## src/rtl/multi_crack_ctrl.sv

```systemverilog
// multi_crack_ctrl: brute-force key search controller feeding NUM_CH parallel decrypt cores.
// Define CRACK_PROGRESS_EN to add the saturating trials counter output.
module multi_crack_ctrl #(
    parameter int NUM_CH = 2,
    parameter int KEY_W  = 24
) (
    input  logic                    clk,
    input  logic                    rst_n,
    input  logic                    valid,
    output logic                    ready,
    output logic [KEY_W-1:0]        key,
    output logic                    key_valid,
    output logic [NUM_CH-1:0]       ch_valid,
    input  logic [NUM_CH-1:0]       ch_ready,
    output logic [NUM_CH*KEY_W-1:0] ch_key,
    input  logic [NUM_CH-1:0]       ch_pt_wren,
    input  logic [NUM_CH*8-1:0]     ch_pt_wrdata
`ifdef CRACK_PROGRESS_EN
    ,
    output logic [KEY_W:0]          trials
`endif
);
    typedef enum logic [1:0] {IDLE, RUN, DRAIN} top_t;
    typedef enum logic [1:0] {C_IDLE, LAUNCH, BUSY, CHECK} ch_t;
    top_t state, state_nx;
    logic [NUM_CH-1:0] find, launch, ex;
    logic start, any_find;
    logic [KEY_W-1:0] win_key;
    assign start = state == IDLE && valid;
    assign ready = state == IDLE;
    assign any_find = |find;
    always_ff @(posedge clk)
        state <= !rst_n ? IDLE : state_nx;
    always_comb begin
        state_nx = state;
        if (state == IDLE) state_nx = valid ? RUN : IDLE;
        else if (state == RUN) state_nx = any_find || &ex ? DRAIN : RUN;
        else if (state == DRAIN) state_nx = &ch_ready && !(|ch_valid) ? IDLE : DRAIN;
        else state_nx = IDLE;
    end
    // Descending scan so the lowest-index finder is the last to write.
    always_comb begin
        win_key = '0;
        for (int j = NUM_CH - 1; j >= 0; j--) if (find[j]) win_key = ch_key[j*KEY_W +: KEY_W];
    end
    always_ff @(posedge clk)
        if (!rst_n || start) begin
            key <= '0;
            key_valid <= 1'b0;
        end else if (any_find) begin
            key <= win_key;
            key_valid <= 1'b1;
        end
`ifdef CRACK_PROGRESS_EN
    localparam logic [KEY_W+1:0] T_MAX = (KEY_W+2)'(1) << KEY_W;
    logic [NUM_CH-1:0] in_check;
    logic [KEY_W+1:0] n_check, sum;
    always_comb begin
        n_check = '0;
        for (int j = 0; j < NUM_CH; j++) n_check = n_check + (KEY_W+2)'(in_check[j]);
    end
    assign sum = {1'b0, trials} + n_check;
    always_ff @(posedge clk)
        trials <= !rst_n || start ? '0 : sum > T_MAX ? T_MAX[KEY_W:0] : sum[KEY_W:0];
`endif
    for (genvar i = 0; i < NUM_CH; i++) begin : g_ch
        ch_t cs, cs_nx;
        logic v, bd, x;
        logic [KEY_W-1:0] k;
        logic [KEY_W:0] k_nx;
        logic [7:0] b;
        assign b = ch_pt_wrdata[i*8 +: 8];
        assign k_nx = {1'b0, k} + (KEY_W+1)'(NUM_CH);
        assign find[i] = state == RUN && cs == CHECK && !bd;
        assign launch[i] = state == RUN && cs == LAUNCH && ch_ready[i] && !any_find;
        assign ch_valid[i] = v;
        assign ch_key[i*KEY_W +: KEY_W] = k;
        assign ex[i] = x;
`ifdef CRACK_PROGRESS_EN
        assign in_check[i] = cs == CHECK;
`endif
        always_comb begin
            cs_nx = cs;
            if (state == IDLE) cs_nx = valid ? LAUNCH : C_IDLE;
            else if (cs == LAUNCH) cs_nx = launch[i] ? BUSY : state == RUN ? LAUNCH : C_IDLE;
            else if (cs == BUSY) cs_nx = ch_ready[i] && !v ? CHECK : BUSY;
            else if (cs == CHECK) cs_nx = state == RUN && bd && !k_nx[KEY_W] ? LAUNCH : C_IDLE;
        end
        // An advance that carries into bit KEY_W would wrap, so the channel retires instead.
        always_ff @(posedge clk)
            if (!rst_n) begin
                cs <= C_IDLE;
                v <= 1'b0;
                bd <= 1'b0;
                x <= 1'b0;
                k <= '0;
            end else begin
                cs <= cs_nx;
                v <= launch[i];
                bd <= !launch[i] && (bd || (ch_pt_wren[i] && b != 8'd32 && (b < 8'd97 || b > 8'd122)));
                if (start) begin
                    k <= KEY_W'(i);
                    x <= 1'b0;
                end else if (state == RUN && cs == CHECK && bd) begin
                    if (k_nx[KEY_W]) x <= 1'b1;
                    else k <= k_nx[KEY_W-1:0];
                end
            end
    end
endmodule

```

## config.mk

```make
export PLATFORM = sky130hd
export DESIGN_NAME = multi_crack_ctrl
export DESIGN_NICKNAME = d
export VERILOG_FILES = /design/src/rtl/multi_crack_ctrl.sv
export SDC_FILE = /design/constraint.sdc
export NUM_CORES = 1
export LEC_CHECK = 0
export CORE_MARGIN = 2
export CORE_UTILIZATION = 30
export CTS_BUF_LIST = sky130_fd_sc_hd__clkbuf_4
export DETAILED_ROUTE_END_ITERATION = 8
export HOLD_SLACK_MARGIN = 0.08
export MAX_ROUTING_LAYER = met4
export PLACE_DENSITY = 0.55
export SYNTH_ARGS = -nofsm -noshare
export SYNTH_HDL_FRONTEND = slang
export SYNTH_SLANG_ARGS = --single-unit
```

## constraint.sdc

```tcl
create_clock -name clk -period 3.94 [get_ports clk]
set_input_delay 0.788 -clock clk [delete_from_list [all_inputs] [get_ports clk]]
set_output_delay 0.788 -clock clk [all_outputs]
set_load 0.05 [all_outputs]
```

==> impl_metrics.xml, run 1 <==
<?xml version="1.0" encoding="UTF-8"?>
<metrics>
  <group name="logic_synthesis">
    <metric name="synth.distinct_cells" unit="">54</metric>
    <metric name="synth.most_common_cell" unit="">sky130_fd_sc_hd__dfxtp_1</metric>
    <metric name="synth_area_leaders" unit="">sky130_fd_sc_hd__dfxtp_1 (40%), sky130_fd_sc_hd__mux2i_1 (6.4%), sky130_fd_sc_hd__a211oi_1 (5.4%), sky130_fd_sc_hd__nor2_1 (5.2%), sky130_fd_sc_hd__xnor2_1 (3.8%)</metric>
    <metric name="number_of_flops_mapped_to_enable_cells_by_yosys" unit="">0</metric>
    <metric name="syn-mean-instance-area" unit="um^2">8.54</metric>
    <metric name="synthesis.instances" unit="">491</metric>
    <metric name="syn-num-nets" unit="">519</metric>
    <metric name="synth_top_cell_by_area" unit="">sky130_fd_sc_hd__dfxtp_1</metric>
    <metric name="ys_seq_area_frac" unit="">0.401</metric>
    <metric name="synth_top_cells_by_count" unit="">sky130_fd_sc_hd__dfxtp_1 (84), sky130_fd_sc_hd__nor2_1 (58), sky130_fd_sc_hd__nand2_1 (38)</metric>
    <metric name="synthesis_warning_total" unit="">0</metric>
    <metric name="dominantRegCellSynth" unit="">sky130_fd_sc_hd__dfxtp_1</metric>
    <metric name="synth.cell_area" unit="mm^2">0.00419</metric>
    <metric name="async_reset_ff_frac" unit="">0</metric>
    <metric name="yosys.area.top_type_share" unit="">0.401</metric>
    <metric name="synth-seq-cells" unit="">84</metric>
  </group>
  <group name="clocking">
    <metric name="clock_latency" unit="ns">0.45</metric>
    <metric name="post_cts.repair.setup_buffers" unit="">0</metric>
    <metric name="cts_inserted_buffers" unit="">9</metric>
    <metric name="htree_num_levels" unit="">3</metric>
    <metric name="ctsResizeCount" unit="">0</metric>
    <metric name="clkTransAtPathRegs" unit="ns">0.13</metric>
    <metric name="cts_hold_repair.buffers" unit="">0</metric>
    <metric name="clock-sinks" unit="">84</metric>
    <metric name="ctsLongestPathBuffers" unit="">2</metric>
    <metric name="cts.root.buffer_cell" unit="">sky130_fd_sc_hd__clkbuf_4</metric>
    <metric name="cts_tree" unit="">built</metric>
  </group>
  <group name="timing">
    <metric name="timing_max_transition_violations_final" unit="">0</metric>
    <metric name="final.setup_skew" unit="ns">0.0252</metric>
    <metric name="worst_pin_slew" unit="ns">1.12</metric>
    <metric name="report.final.setup_viol" unit="">0</metric>
    <metric name="hold_viol_final" unit="">0</metric>
    <metric name="worst_slew_margin_rel" unit="">0.250</metric>
    <metric name="period_share" unit="">0.748</metric>
    <metric name="unrepaired_setup_endpoints_after_global_routing" unit="">no</metric>
    <metric name="finalWorstPathRequiredPeriod" unit="ns">2.95</metric>
    <metric name="setup-tns-final" unit="ns">0</metric>
    <metric name="fmax" unit="MHz">339</metric>
  </group>
  <group name="routing">
    <metric name="drt-vias-per-instance" unit="">5.32</metric>
    <metric name="drt-pass1-iter-count" unit="">4</metric>
    <metric name="drc" unit="">0</metric>
    <metric name="detail_route.wirelength" unit="um">12500</metric>
    <metric name="first_iter_violations" unit="">344</metric>
    <metric name="overall_via_count_from_detail_route" unit="">4068</metric>
    <metric name="wire_per_inst" unit="um">16.4</metric>
    <metric name="antenna_violating_nets_post_route" unit="">0</metric>
  </group>
  <group name="placement">
    <metric name="place_congestion" unit="">0.891</metric>
    <metric name="detailed_place_hpwl" unit="um">9340</metric>
    <metric name="place.port_buffers" unit="">97</metric>
  </group>
  <group name="global_route">
    <metric name="largest_net_degree_at_the_start_of_global_routing" unit="">51</metric>
    <metric name="grt_usage" unit="">0.177</metric>
    <metric name="grt_pass1_wl" unit="um">20000</metric>
    <metric name="antenna_found_initial" unit="">1</metric>
    <metric name="first_global_vias" unit="">3884</metric>
    <metric name="gr-total-overflow" unit="">0</metric>
  </group>
  <group name="cells_and_area">
    <metric name="area_growth_syn_to_layout" unit="%">28.9</metric>
    <metric name="filler_cell_count" unit="">1428</metric>
    <metric name="num-nets-final" unit="">606</metric>
    <metric name="post_route_cells_drive_above_1_share" unit="">0.0497</metric>
  </group>
  <group name="setup_path">
    <metric name="cp.required" unit="ns">3.15</metric>
    <metric name="path_cells" unit="">or2_2 -&gt; inv_1 -&gt; clkdlybuf4s50_1</metric>
    <metric name="cpPeakStageDelay" unit="ns">0.83</metric>
    <metric name="worst_path_max_delay_cell" unit="">sky130_fd_sc_hd__clkdlybuf4s50_1</metric>
    <metric name="worst-path-stages" unit="">3</metric>
    <metric name="setup.worst_path.class" unit="">reg2out</metric>
    <metric name="critPathLaunchType" unit="">register</metric>
    <metric name="cp.arrival" unit="ns">2.16</metric>
    <metric name="timing.reg2reg.worst_path_depth" unit="">5</metric>
    <metric name="critical_path.max_fanout" unit="">7</metric>
    <metric name="cp_top_family" unit="">buffers and inverters</metric>
    <metric name="worstPathBufferInverterCount" unit="">2</metric>
    <metric name="endpoint_kind" unit="">primary output</metric>
  </group>
  <group name="worst_hold_path">
    <metric name="hold-path-cell-count" unit="">1</metric>
    <metric name="hold_path.class" unit="">reg2reg</metric>
  </group>
  <group name="power">
    <metric name="fin_total_pwr" unit="mW">1.43</metric>
    <metric name="worst_ir_drop_vdd" unit="V">0.000122</metric>
    <metric name="powerDensity" unit="mW/mm^2">265</metric>
    <metric name="p_leak" unit="nW">1.86</metric>
  </group>
  <group name="die">
    <metric name="initial_utilization" unit="">0.304</metric>
    <metric name="die_area" unit="mm^2">0.0149</metric>
    <metric name="core_area" unit="mm^2">0.0138</metric>
    <metric name="die-height" unit="um">122</metric>
    <metric name="pin_count" unit="">99</metric>
    <metric name="number_of_standard_cell_rows_in_the_floorplan" unit="">43</metric>
    <metric name="dieWidth" unit="um">122</metric>
  </group>
  <group name="run_status">
    <metric name="result_of_the_run" unit="">finished, final reports clean</metric>
  </group>
  <group name="flow_run">
    <metric name="drv.max_cap_violation_count" unit="">0</metric>
  </group>
</metrics>
[metrics by stage]
stage,util,hold WS [ns],setup slack [ns],std cells,area (um^2)
2_1_floorplan,-,0.437,1.73,491,4190
3_3_place_gp,0.384,0.454,1.03,747,5300
3_5_place_dp,0.384,0.466,1.04,747,5300
4_1_cts,0.392,0.494,0.988,763,5400
5_1_grt,0.392,0.520,0.880,764,5400
6_report,0.392,0.493,0.992,764,5400
[placed cells by master (no fill, tap or decap), types with 11 or more instances in the layout]
cell type	Yosys	layout
sky130_fd_sc_hd__dfxtp_1	84	84
sky130_fd_sc_hd__clkdlybuf4s50_1	0	97
sky130_fd_sc_hd__or4_1	16	16
sky130_fd_sc_hd__inv_1	16	16
sky130_fd_sc_hd__mux2i_1	27	27
sky130_fd_sc_hd__o21ai_0	11	11
sky130_fd_sc_hd__a211oi_1	30	30
sky130_fd_sc_hd__o31ai_1	12	12
sky130_fd_sc_hd__nand3_1	23	23
sky130_fd_sc_hd__nor2_1	58	58
sky130_fd_sc_hd__a21oi_1	30	30
sky130_fd_sc_hd__nand2_1	38	37
sky130_fd_sc_hd__xnor2_1	18	18
[worst reg2reg max path, delay by kind of cell (launching register included)]
| family | cells | cell delay, ns |
|---|---|---|
| and+or+nand+nor | 3 | 1.39 |
| DFF | 1 | 0.57 |
| muxes | 1 | 0.18 |
| AOI/OAI and AO/OA | 1 | 0.31 |
[cell families after synthesis]
group / count (synthesis) / synth area share
fa+ha+maj: 5 / 0.0149
xor+xnor: 19 / 0.0397
simple gates: 207 / 0.258
mux: 27 / 0.0645
other cells: 1 / 0.000895
flops: 84 / 0.401
compound gates: 106 / 0.174
buf+inv: 42 / 0.0472
[final timing paths]
| path | endpoint | from | slack (ns) |
|---|---|---|---|
| max reg2reg | g_ch[0].k[6] | g_ch[0].k[17] | 1.45 |
| min reg2reg | g_ch[1].x | g_ch[1].x | 0.49 |
| min | g_ch[1].x | g_ch[1].x | 0.49 |
| max | ready | state[0] | 0.99 |
[metal layers]
layer / vias to the layer above / routed length, um / track usage
met3: 9 / 608 / 0.0351
met5: - / 0 / -
li1: 1999 / - / -
met1: 1940 / 5850 / 0.229
met4: 0 / 147 / 0.0546
met2: 120 / 5950 / 0.278
[flip-flops by register name, indices dropped and copies added, names as in the netlist]
name	count
key	24
g_ch.v	2
g_ch.bd	2
g_ch.k	47
state	2
key_valid	1
g_ch.x	2
g_ch.cs	4
[final cells by class]
cell class	count	area, um^2	area share
flip-flops and latches	84	1680	0.311
repair buffers	102	1010	0.187
multi-input cells	365	2320	0.429
well taps	180	225	0.0417
clock buffers	10	75.1	0.0139
diodes	1	2.50	0.000463
inverters	16	60.1	0.0111
clock inverters	6	31.3	0.00579
[where the power goes]
group	internal [mW]	switching, mW	total [mW]
Sequential	0.858	0.0113	0.869
Combinational	0.0521	0.0752	0.127
Clock	0.131	0.302	0.433
(Power assumes the default switching activity.)
==> run 2: changes to the inputs <==
==> constraint.sdc (replaced) <==
create_clock -name clk -period 3.1 [get_ports clk]
set_input_delay 0.62 -clock clk [delete_from_list [all_inputs] [get_ports clk]]
set_output_delay 0.62 -clock clk [all_outputs]
set_load 0.05 [all_outputs]
==> run 2 against run 1 <==
Non-clock buffer count increased by 5. Routed wire length increased by 1.5%. Critical endpoint unchanged. Combinational power grew 36%. Largest cell class unchanged. Clock-buffer cell count increased by 3. Worst setup slack got worse by 0.64 ns.
==> impl_metrics.xml, run 2 (synthesis results as in run 1) <==
<?xml version="1.0" encoding="UTF-8"?>
<metrics>
  <group name="run_status">
    <metric name="result_of_the_run" unit="">finished, final reports clean</metric>
  </group>
  <group name="routing">
    <metric name="drc" unit="">0</metric>
    <metric name="antenna_violating_nets_post_route" unit="">0</metric>
    <metric name="drt-pass1-iter-count" unit="">4</metric>
    <metric name="detail_route.wirelength" unit="um">12700</metric>
    <metric name="wire_per_inst" unit="um">16.7</metric>
    <metric name="drt-vias-per-instance" unit="">5.25</metric>
    <metric name="overall_via_count_from_detail_route" unit="">4019</metric>
    <metric name="first_iter_violations" unit="">338</metric>
  </group>
  <group name="cells_and_area">
    <metric name="num-nets-final" unit="">611</metric>
    <metric name="area_growth_syn_to_layout" unit="%">29.9</metric>
    <metric name="post_route_cells_drive_above_1_share" unit="">0.0547</metric>
    <metric name="flip_flop_count_of_the_largest_register_after_layout" unit="">47</metric>
    <metric name="biggest_register" unit="">g_ch.k</metric>
    <metric name="final_common_cell" unit="">sky130_fd_sc_hd__clkdlybuf4s50_1</metric>
    <metric name="layout_top_registers" unit="">g_ch.k (47), key (24), g_ch.cs (4)</metric>
    <metric name="mostFrequentLayoutCells" unit="">sky130_fd_sc_hd__clkdlybuf4s50_1 (97), sky130_fd_sc_hd__dfxtp_1 (84), sky130_fd_sc_hd__nor2_1 (58), sky130_fd_sc_hd__nand2_1 (37)</metric>
    <metric name="num_antenna_cells" unit="">0</metric>
  </group>
  <group name="power">
    <metric name="worst_ir_drop_vdd" unit="V">0.000144</metric>
    <metric name="swShare" unit="">0.257</metric>
    <metric name="power.combinational.fraction" unit="">0.095</metric>
    <metric name="powerDensity" unit="mW/mm^2">334</metric>
    <metric name="p_leak" unit="nW">1.89</metric>
    <metric name="netsw" unit="uW">468</metric>
    <metric name="power.internal" unit="mW">1.35</metric>
    <metric name="power_frac_clock" unit="">0.300</metric>
    <metric name="power.sequential.fraction" unit="">0.605</metric>
  </group>
  <group name="clocking">
    <metric name="clkTransAtPathRegs" unit="ns">0.13</metric>
    <metric name="ctsLongestPathBuffers" unit="">2</metric>
    <metric name="clock_latency" unit="ns">0.44</metric>
    <metric name="htree_num_levels" unit="">3</metric>
    <metric name="ctsResizeCount" unit="">0</metric>
    <metric name="clock-sinks" unit="">84</metric>
    <metric name="cts.root.buffer_cell" unit="">sky130_fd_sc_hd__clkbuf_4</metric>
    <metric name="cts_hold_repair.buffers" unit="">0</metric>
    <metric name="post_cts.repair.setup_buffers" unit="">0</metric>
    <metric name="cts_inserted_buffers" unit="">9</metric>
    <metric name="cts_tree" unit="">built</metric>
  </group>
  <group name="timing">
    <metric name="period_share" unit="">0.888</metric>
    <metric name="report.final.setup_viol" unit="">0</metric>
    <metric name="fmax" unit="MHz">363</metric>
    <metric name="unrepaired_setup_endpoints_after_global_routing" unit="">no</metric>
    <metric name="setup-tns-final" unit="ns">0</metric>
    <metric name="worst_slew_margin_rel" unit="">0.537</metric>
    <metric name="whs" unit="ns">0.487</metric>
    <metric name="finalWorstPathRequiredPeriod" unit="ns">2.75</metric>
    <metric name="final.setup_skew" unit="ns">0.0140</metric>
    <metric name="hold_viol_final" unit="">0</metric>
    <metric name="worst_pin_slew" unit="ns">0.693</metric>
    <metric name="timing_max_transition_violations_final" unit="">0</metric>
  </group>
  <group name="setup_path">
    <metric name="cp.required" unit="ns">2.48</metric>
    <metric name="worstReg2RegEnd" unit="">g_ch[0].k[20]</metric>
    <metric name="timing.reg2reg.worst_path_depth" unit="">6</metric>
    <metric name="critPathLaunchType" unit="">register</metric>
    <metric name="setup.worst_path.start" unit="">state[0]</metric>
    <metric name="setup.worst_path.end" unit="">ready</metric>
    <metric name="crit-reg2reg-launch" unit="">g_ch[0].cs[1]</metric>
    <metric name="worst-r2r-setup-slack" unit="ns">0.80</metric>
    <metric name="endpoint_kind" unit="">primary output</metric>
    <metric name="setup.worst_path.class" unit="">reg2out</metric>
    <metric name="cp.arrival" unit="ns">2.13</metric>
    <metric name="critical_path.max_fanout" unit="">7</metric>
  </group>
  <group name="global_route">
    <metric name="global_route.usage.met1" unit="">0.229</metric>
    <metric name="first_global_vias" unit="">3936</metric>
    <metric name="grt_pass1_wl" unit="um">20500</metric>
    <metric name="grt.met3_usage" unit="">0.0360</metric>
    <metric name="top_usage_layer" unit="">met2</metric>
    <metric name="antenna_found_initial" unit="">0</metric>
    <metric name="grt_usage" unit="">0.182</metric>
    <metric name="gr-total-overflow" unit="">0</metric>
    <metric name="largest_net_degree_at_the_start_of_global_routing" unit="">51</metric>
    <metric name="grtUsageMet2" unit="">0.298</metric>
  </group>
  <group name="die">
    <metric name="number_of_standard_cell_rows_in_the_floorplan" unit="">43</metric>
    <metric name="pin_count" unit="">99</metric>
    <metric name="die_area" unit="mm^2">0.0149</metric>
    <metric name="initial_utilization" unit="">0.304</metric>
    <metric name="dieWidth" unit="um">122</metric>
    <metric name="die-height" unit="um">122</metric>
    <metric name="core_area" unit="mm^2">0.0138</metric>
  </group>
  <group name="worst_hold_path">
    <metric name="hold-path-cell-count" unit="">2</metric>
    <metric name="hold_path.class" unit="">reg2reg</metric>
  </group>
  <group name="placement">
    <metric name="place_congestion" unit="">0.893</metric>
    <metric name="place.port_buffers" unit="">97</metric>
    <metric name="detailed_place_hpwl" unit="um">9510</metric>
  </group>
  <group name="flow_run">
    <metric name="drv.max_cap_violation_count" unit="">0</metric>
  </group>
</metrics>
run 2: cell types whose count changed in the layout (fill, tap and decap cells not counted), sizes merged:
| cell | before | now |
|---|---|---|
| clkinvlp | 1 | 0 |
| buf | 5 | 10 |
| diode | 1 | 0 |
| clkinv | 5 | 0 |
| clkbuf | 10 | 13 |
run 2: worst min-delay path by stage:
stage | startpoint | endpoint | slack (ns)
after floorplan | g_ch[0].x | g_ch[0].x | 0.44
after global placement | g_ch[0].x | g_ch[0].x | 0.47
after detailed placement | g_ch[1].x | g_ch[1].x | 0.47
after global routing | g_ch[1].k[0] | g_ch[1].k[0] | 0.50
after CTS | g_ch[1].k[0] | g_ch[1].k[0] | 0.49
final | g_ch[1].k[0] | g_ch[1].k[0] | 0.49
run 2: metrics by stage:
stage	area (um^2)	std cells	setup slack, ns	util	power (mW)
6_report	5440	765	0.348	0.395	1.82
3_5_place_dp	5350	752	0.669	0.388	1.30
5_1_grt	5440	765	0.240	0.395	1.91
3_3_place_gp	5350	752	0.676	0.388	1.29
2_1_floorplan	4190	491	0.892	-	1.22
4_1_cts	5440	765	0.329	0.395	1.84
run 2: cell type report:
class	count	area, um^2
fill	1444	8330
inverter	16	60.1
multi-input combinational	365	2320
clock buffer	13	97.6
timing repair buffer	107	1060
tap	180	225
sequential	84	1680
run 2: metal layers:
metal  wire length (um)  up-vias
met2               6130      122
met4                136        0
met5                  0        -
met1               5760     1891
li1                   -     1996
met3                715       10
run 2: power groups by stage:
| stage | logic [mW] | registers [mW] | clock network (mW) |
|---|---|---|---|
| finish | 0.173 | 1.10 | 0.546 |
| global route | 0.187 | 1.10 | 0.617 |
| CTS | 0.173 | 1.10 | 0.567 |
| detailed placement | 0.172 | 1.13 | 0 |
| global placement | 0.168 | 1.13 | 0 |
| floorplan | 0.0974 | 1.13 | 0 |
run 2: worst max-delay path, stage by stage (launching register included):
cell and delay [ns]:
sky130_fd_sc_hd__dfxtp_1 0.39, sky130_fd_sc_hd__or2_2 0.34, sky130_fd_sc_hd__inv_1 0.14, sky130_fd_sc_hd__clkdlybuf4s50_1 0.83
